--- src/rtl/keypad_matrix_scanner_pkg.sv ---
// Shared types and default geometry for the keypad matrix scanner.
//   kp_state_e : debounce FSM states
//   kp_class_e : classification of one full scan frame
package keypad_matrix_scanner_pkg;

    localparam int unsigned KP_ROWS = 4;
    localparam int unsigned KP_COLS = 4;

    typedef enum logic [1:0] {
        IDLE,
        DEB,
        PRESSED,
        REL
    } kp_state_e;

    typedef enum logic [1:0] {
        CLS_NONE,
        CLS_SINGLE,
        CLS_MULTI
    } kp_class_e;

endpackage

--- src/rtl/keypad_matrix_scanner_row_scanner.sv ---
// Row strobe generator: holds each row low for SCAN_DIV clocks, round robin.
//   clk, rst_n : clock, async active-low reset
//   row        : registered active-low one-hot row strobes
//   rp         : index of the row currently strobed
//   sample_en  : last dwell cycle of the current row (columns are read here)
//   frame_end  : one cycle after the sample of the last row
module keypad_row_scanner
    import keypad_matrix_scanner_pkg::*;
#(
    parameter int unsigned ROWS     = KP_ROWS,
    parameter int unsigned SCAN_DIV = 4
) (
    input  logic                      clk,
    input  logic                      rst_n,
    output logic [ROWS-1:0]           row,
    output logic [$clog2(ROWS)-1:0]   rp,
    output logic                      sample_en,
    output logic                      frame_end
);

    localparam int unsigned RPW = $clog2(ROWS);
    localparam int unsigned DCW = $clog2(SCAN_DIV);
    localparam logic [DCW-1:0] DC_LAST = DCW'(SCAN_DIV - 1);
    localparam logic [RPW-1:0] RP_LAST = RPW'(ROWS - 1);

    logic [DCW-1:0]  dc_q, dc_d;
    logic [RPW-1:0]  rp_q, rp_d;
    logic [ROWS-1:0] row_q, row_d;
    logic            frame_end_q, frame_end_d;
    logic            at_sample;

    always_comb begin
        at_sample   = (dc_q == DC_LAST);
        dc_d        = dc_q + DCW'(1);
        rp_d        = rp_q;
        if (at_sample) begin
            dc_d = '0;
            rp_d = (rp_q == RP_LAST) ? '0 : rp_q + RPW'(1);
        end
        // Strobe follows the next pointer so row and rp change on the same edge.
        row_d       = ~(ROWS'(1) << rp_d);
        frame_end_d = at_sample && (rp_q == RP_LAST);
    end

    always_ff @(posedge clk or negedge rst_n) begin
        if (!rst_n) begin
            dc_q        <= '0;
            rp_q        <= '0;
            row_q       <= ~ROWS'(1);
            frame_end_q <= 1'b0;
        end else begin
            dc_q        <= dc_d;
            rp_q        <= rp_d;
            row_q       <= row_d;
            frame_end_q <= frame_end_d;
        end
    end

    assign row       = row_q;
    assign rp        = rp_q;
    assign sample_en = at_sample;
    assign frame_end = frame_end_q;

endmodule

--- src/rtl/keypad_matrix_scanner.sv ---
// 4x4 active-low keypad scanner with column synchroniser, ghost rejection
// and press/release debounce.
//   clk, rst_n : clock, async active-low reset
//   row        : active-low one-hot row strobes (registered)
//   col        : active-low column returns, asynchronous
//   key_code   : last accepted key, row_idx*COLS + col_idx
//   key_valid  : one-cycle pulse per accepted press
//   key_held   : high from acceptance until debounced release
module keypad_matrix_scanner
    import keypad_matrix_scanner_pkg::*;
#(
    parameter int unsigned ROWS     = KP_ROWS,
    parameter int unsigned COLS     = KP_COLS,
    parameter int unsigned SCAN_DIV = 4,
    parameter int unsigned DEBOUNCE = 3
) (
    input  logic                          clk,
    input  logic                          rst_n,
    output logic [ROWS-1:0]               row,
    input  logic [COLS-1:0]               col,
    output logic [$clog2(ROWS*COLS)-1:0]  key_code,
    output logic                          key_valid,
    output logic                          key_held
);

    localparam int unsigned CW   = $clog2(ROWS*COLS);
    localparam int unsigned RPW  = $clog2(ROWS);
    localparam int unsigned CNTW = $clog2(DEBOUNCE + 1);
    localparam logic [CNTW-1:0] CNT_DONE = CNTW'(DEBOUNCE);

    logic [RPW-1:0] rp;
    logic           sample_en;
    logic           frame_end;

    keypad_row_scanner #(
        .ROWS     (ROWS),
        .SCAN_DIV (SCAN_DIV)
    ) u_row_scanner (
        .clk       (clk),
        .rst_n     (rst_n),
        .row       (row),
        .rp        (rp),
        .sample_en (sample_en),
        .frame_end (frame_end)
    );

    logic [COLS-1:0] col_s1_q, col_s2_q;

    always_ff @(posedge clk or negedge rst_n) begin
        if (!rst_n) begin
            col_s1_q <= '1;
            col_s2_q <= '1;
        end else begin
            col_s1_q <= col;
            col_s2_q <= col_s1_q;
        end
    end

    // Frame accumulators: key count saturating at 2, code of first key seen.
    logic [1:0]    acc_cnt_q, acc_cnt_d;
    logic [CW-1:0] acc_code_q, acc_code_d;

    always_comb begin
        acc_cnt_d  = acc_cnt_q;
        acc_code_d = acc_code_q;
        if (frame_end) begin
            acc_cnt_d  = '0;
            acc_code_d = '0;
        end else if (sample_en) begin
            for (int unsigned c = 0; c < COLS; c++) begin
                if (!col_s2_q[c]) begin
                    if (acc_cnt_d == 2'd0) begin
                        acc_code_d = CW'(rp * COLS + c);
                    end
                    if (acc_cnt_d != 2'd2) begin
                        acc_cnt_d = acc_cnt_d + 2'd1;
                    end
                end
            end
        end
    end

    always_ff @(posedge clk or negedge rst_n) begin
        if (!rst_n) begin
            acc_cnt_q  <= '0;
            acc_code_q <= '0;
        end else begin
            acc_cnt_q  <= acc_cnt_d;
            acc_code_q <= acc_code_d;
        end
    end

    kp_class_e frame_class;

    always_comb begin
        unique case (acc_cnt_q)
            2'd0:    frame_class = CLS_NONE;
            2'd1:    frame_class = CLS_SINGLE;
            default: frame_class = CLS_MULTI;
        endcase
    end

    kp_state_e     state_q, state_d;
    logic [CNTW-1:0] cnt_q, cnt_d, cnt_inc;
    logic [CW-1:0] cand_q, cand_d;
    logic [CW-1:0] key_code_q, key_code_d;
    logic          key_valid_q, key_valid_d;
    logic          key_held_q, key_held_d;

    always_comb begin
        state_d     = state_q;
        cnt_d       = cnt_q;
        cand_d      = cand_q;
        key_code_d  = key_code_q;
        key_valid_d = 1'b0;
        key_held_d  = key_held_q;
        cnt_inc     = cnt_q + CNTW'(1);

        if (frame_end) begin
            unique case (state_q)
                IDLE: begin
                    if (frame_class == CLS_SINGLE) begin
                        cand_d = acc_code_q;
                        if (DEBOUNCE == 1) begin
                            key_code_d  = acc_code_q;
                            key_valid_d = 1'b1;
                            key_held_d  = 1'b1;
                            cnt_d       = '0;
                            state_d     = PRESSED;
                        end else begin
                            cnt_d   = CNTW'(1);
                            state_d = DEB;
                        end
                    end
                end
                DEB: begin
                    if (frame_class == CLS_SINGLE && acc_code_q == cand_q) begin
                        if (cnt_inc == CNT_DONE) begin
                            key_code_d  = cand_q;
                            key_valid_d = 1'b1;
                            key_held_d  = 1'b1;
                            cnt_d       = '0;
                            state_d     = PRESSED;
                        end else begin
                            cnt_d = cnt_inc;
                        end
                    end else begin
                        cnt_d   = '0;
                        state_d = IDLE;
                    end
                end
                PRESSED: begin
                    if (frame_class == CLS_NONE) begin
                        if (DEBOUNCE == 1) begin
                            key_held_d = 1'b0;
                            cnt_d      = '0;
                            state_d    = IDLE;
                        end else begin
                            cnt_d   = CNTW'(1);
                            state_d = REL;
                        end
                    end
                end
                REL: begin
                    if (frame_class == CLS_NONE) begin
                        if (cnt_inc == CNT_DONE) begin
                            key_held_d = 1'b0;
                            cnt_d      = '0;
                            state_d    = IDLE;
                        end else begin
                            cnt_d = cnt_inc;
                        end
                    end else begin
                        // Key seen again before release settled: bounce, no new event.
                        cnt_d   = '0;
                        state_d = PRESSED;
                    end
                end
                default: begin
                    cnt_d   = '0;
                    state_d = IDLE;
                end
            endcase
        end
    end

    always_ff @(posedge clk or negedge rst_n) begin
        if (!rst_n) begin
            state_q     <= IDLE;
            cnt_q       <= '0;
            cand_q      <= '0;
            key_code_q  <= '0;
            key_valid_q <= 1'b0;
            key_held_q  <= 1'b0;
        end else begin
            state_q     <= state_d;
            cnt_q       <= cnt_d;
            cand_q      <= cand_d;
            key_code_q  <= key_code_d;
            key_valid_q <= key_valid_d;
            key_held_q  <= key_held_d;
        end
    end

    assign key_code  = key_code_q;
    assign key_valid = key_valid_q;
    assign key_held  = key_held_q;

endmodule
--- config.mk ---
export PLATFORM = sky130hd
export DESIGN_NAME = keypad_matrix_scanner
export DESIGN_NICKNAME = d
export VERILOG_FILES = /design/src/rtl/keypad_matrix_scanner_pkg.sv /design/src/rtl/keypad_matrix_scanner_row_scanner.sv /design/src/rtl/keypad_matrix_scanner.sv
export SDC_FILE = /design/constraint.sdc
export NUM_CORES = 1
export LEC_CHECK = 0
export ABC_AREA = 1
export CAP_MARGIN = 10
export CORE_ASPECT_RATIO = 0.9
export CORE_MARGIN = 2
export CORE_UTILIZATION = 30
export DETAILED_ROUTE_END_ITERATION = 10
export PLACE_DENSITY = 0.58
export SLEW_MARGIN = 0
export SYNTH_ARGS = -nofsm -noshare
export SYNTH_HDL_FRONTEND = slang
export SYNTH_SLANG_ARGS = --single-unit
--- constraint.sdc ---
create_clock -name clk -period 4.7 [get_ports clk]
set_clock_uncertainty 0.15 [all_clocks]
set_input_delay 1.41 -clock clk [delete_from_list [all_inputs] [get_ports clk]]
set_output_delay 1.41 -clock clk [all_outputs]
set_load 0.03 [all_outputs]
==> results.json <==
{
  "p_leak_nw": 1.08,
  "fmax_mhz": 330,
  "synth.most_common_cell": "nand2_1",
  "min_from": "col_s1_q[3]",
  "postCtsSetupBuffers": 0,
  "cp-start-kind": "flop",
  "cts_resized": 0,
  "syn_inst": 230,
  "tightest_slew_ns": 0.816,
  "power_frac_clock_pct": 31.6,
  "globalRouteOverflowTotal": 0,
  "globalplace.congestion": 0.802,
  "slew_headroom_pct": 45.6,
  "grt_start_max_net_pins": 38,
  "crit_path_start": "u_row_scanner.row[1]",
  "dieArea_um2": 6900,
  "cts.clk_slew.worst_paths_ns": 0.07,
  "cts_made_buffers": 5,
  "worstHoldPathType": "reg -> reg",
  "swShare_pct": 29.0,
  "ios": 16,
  "hpwl_um": 2540,
  "die_w_um": 87.3,
  "hold_viol_final": 0,
  "drc": 0,
  "synth-compound-area-share_pct": 6.68,
  "cp_slowest_cell": "clkdlybuf4s50_1",
  "maxCapViolCount": 0,
  "antenna_found_initial": 0,
  "cts_htree_levels": 2,
  "cp_cell_sequence": "clkdlybuf4s50_1",
  "cp_top_family": "buffers and inverters",
  "synth-xor-area-share_pct": 0.935,
  "synth_top_family_by_area": "simple AND/OR/NAND/NOR gates",
  "grtUsageTotal_pct": 11.1,
  "p_sw_mw": 0.208,
  "dr.pass1.iters": 4,
  "ir_worst_vdd_mv": 0.185,
  "area_delta_synth_final_pct": 17.2,
  "ant_nets": 0,
  "cts-root-buf": "clkbuf_8",
  "synthFlopType": "dfrtp_1",
  "synth_area_leaders": "dfrtp_1 35%, dfstp_2 15%, nand2_1 13%",
  "rows": 27,
  "seq_area_frac_synth_pct": 50.1,
  "wire_per_inst_um": 10.4,
  "finalSetupViolCount": 0,
  "wl_um": 3360,
  "start_util_pct": 30.8,
  "synth_mux_area_share_pct": 0,
  "fin_nets": 262,
  "end_kind": "output port",
  "grt_pass1_wl_um": 6040,
  "cp.required_ns": 3.14,
  "synthTopCellsByCount": "67 x nand2_1, 26 x dfrtp_1, 24 x inv_1",
  "p_comb_share_pct": 15.2,
  "max_stage_delay_ns": 0.67,
  "p_per_area_nw_per_um2": 326,
  "synth_cell_types": 30,
  "dp.cells": 316,
  "core_um2": 6080,
  "fin_hold_ws_ns": 0.206,
  "path_buf_inv": 1,
  "seqPwrFrac_pct": 53.1,
  "slew_viol_final": 0,
  "synth_edf_count": 0,
  "status": "complete, no violations",
  "clock-sinks": 37,
  "yosys.area.top_type": "dfrtp_1",
  "die_h_um": 79.0,
  "worstSetupPathType": "reg -> out",
  "n_antenna_cell": 0,
  "cts_tree": "built",
  "clk_latency_ns": 0.29,
  "final_cells": 324,
  "synth.net_count": 241,
  "grt_pass1_vias": 1371,
  "timing.rr.start": "acc_cnt_q[0]",
  "ctsHoldBuffers": 0,
  "worstPathMaxFanout": 1,
  "port_buffers": 15,
  "place_area_um2": 2100,
  "period_share_pct": 64.4,
  "drive_gt1_share_pct": 17.9,
  "fin_setup_tns_ns": 0,
  "syn_area_um2": 1870,
  "cp.arrival_ns": 1.47,
  "syn_avg_cell_area_um2": 8.15,
  "fin_area_um2": 2200,
  "vias": 1416,
  "yosys.area_share.simple_pct": 31.3,
  "internal_power_mw": 0.508,
  "synthAdderAreaFrac_pct": 3.34,
  "netlist.area_leader.share_pct": 34.7,
  "async_flop_share_pct": 100,
  "rsz0062_at_grt": "no",
  "drtIter0Drc": 52,
  "yosysWarnings": 0,
  "clockBufferDepth": 2,
  "ys_ff_latch": 37,
  "vias_per_cell": 4.37,
  "min_period_ns": 3.03
}
cell families (layout without fill, tap and decap cells):
logic type / Yosys count / after routing
AND/OR/NAND/NOR: 129 / 129
flip-flops: 37 / 37
buffers and inverters: 34 / 56
AO/OA/AOI/OAI: 23 / 23
adder cells (fa/ha/maj): 5 / 5
XOR/XNOR: 2 / 2
layout make-up:
type                    instances  area, um2
repair buffers                 15        145
clock buffers                   6       82.6
flip-flops and latches         37        940
inverters                      33        138
multi-input cells             159        792
clock inverters                 2       8.76
well taps                      72       90.1
fillers                       652       3880
sequential cells by signal (all words and copies together) (netlist names):
signal                   cells
acc_cnt_q                    2
u_row_scanner.rp             2
col_s2_q                     4
cand_q                       4
u_row_scanner.frame_end      1
key_code                     4
acc_code_q                   4
col_s1_q                     4
u_row_scanner.row            4
key_held                     1
key_valid                    1
state_q                      2
u_row_scanner.dc_q           2
cnt_q                        2
layout by cell type (no fill, tap or decap), types with 6 or more instances in the layout:
cell type,instances
nand2_1,67
dfrtp_1,26
inv_1,24
nor2_1,21
nand3_1,15
clkdlybuf4s50_1,14
dfstp_2,11
o21ai_1,9
nand2_2,9
o21ai_0,8
inv_2,7
clkbuf_8,6
path summary, 6_finish.rpt:
path,end,slack [ns],depth (start not counted)
max,row[1],1.67,1
min reg2reg,col_s2_q[3],0.21,0
max in group asynchronous,u_row_scanner.frame_end,2.83,1
min,col_s2_q[3],0.21,0
max reg2reg,acc_code_q[3],2.70,14
min in group asynchronous,key_valid,1.06,1
power groups by stage:
stage | logic [mW] | clock network, mW | registers, mW
after floorplan | 0.0976 | 0 | 0.371
after global placement | 0.109 | 0 | 0.385
after detailed placement | 0.112 | 0 | 0.386
after CTS | 0.112 | 0.238 | 0.380
after global routing | 0.134 | 0.251 | 0.385
final | 0.109 | 0.226 | 0.380
metal layers:
metal | track usage [%] | share of wire [%] | up-vias
li1 | - | - | 759
met1 | 14.5 | 52 | 631
met2 | 17.2 | 42 | 22
met3 | 3.85 | 4.7 | 4
met4 | 3.69 | 1.0 | 0
met5 | 0 | 0 | -
metrics by stage:
| step | utilization (%) | setup WS [ns] | power, mW |
|---|---|---|---|
| finish | 36.1 | 1.67 | 0.715 |
| detailed placement | 34.6 | 1.98 | 0.498 |
| floorplan | - | 2.55 | 0.468 |
| CTS | 36.1 | 1.66 | 0.730 |
| global route | 36.1 | 1.64 | 0.769 |
| global placement | 34.6 | 1.98 | 0.494 |
No activity file was read; power rests on OpenSTA's default activity.
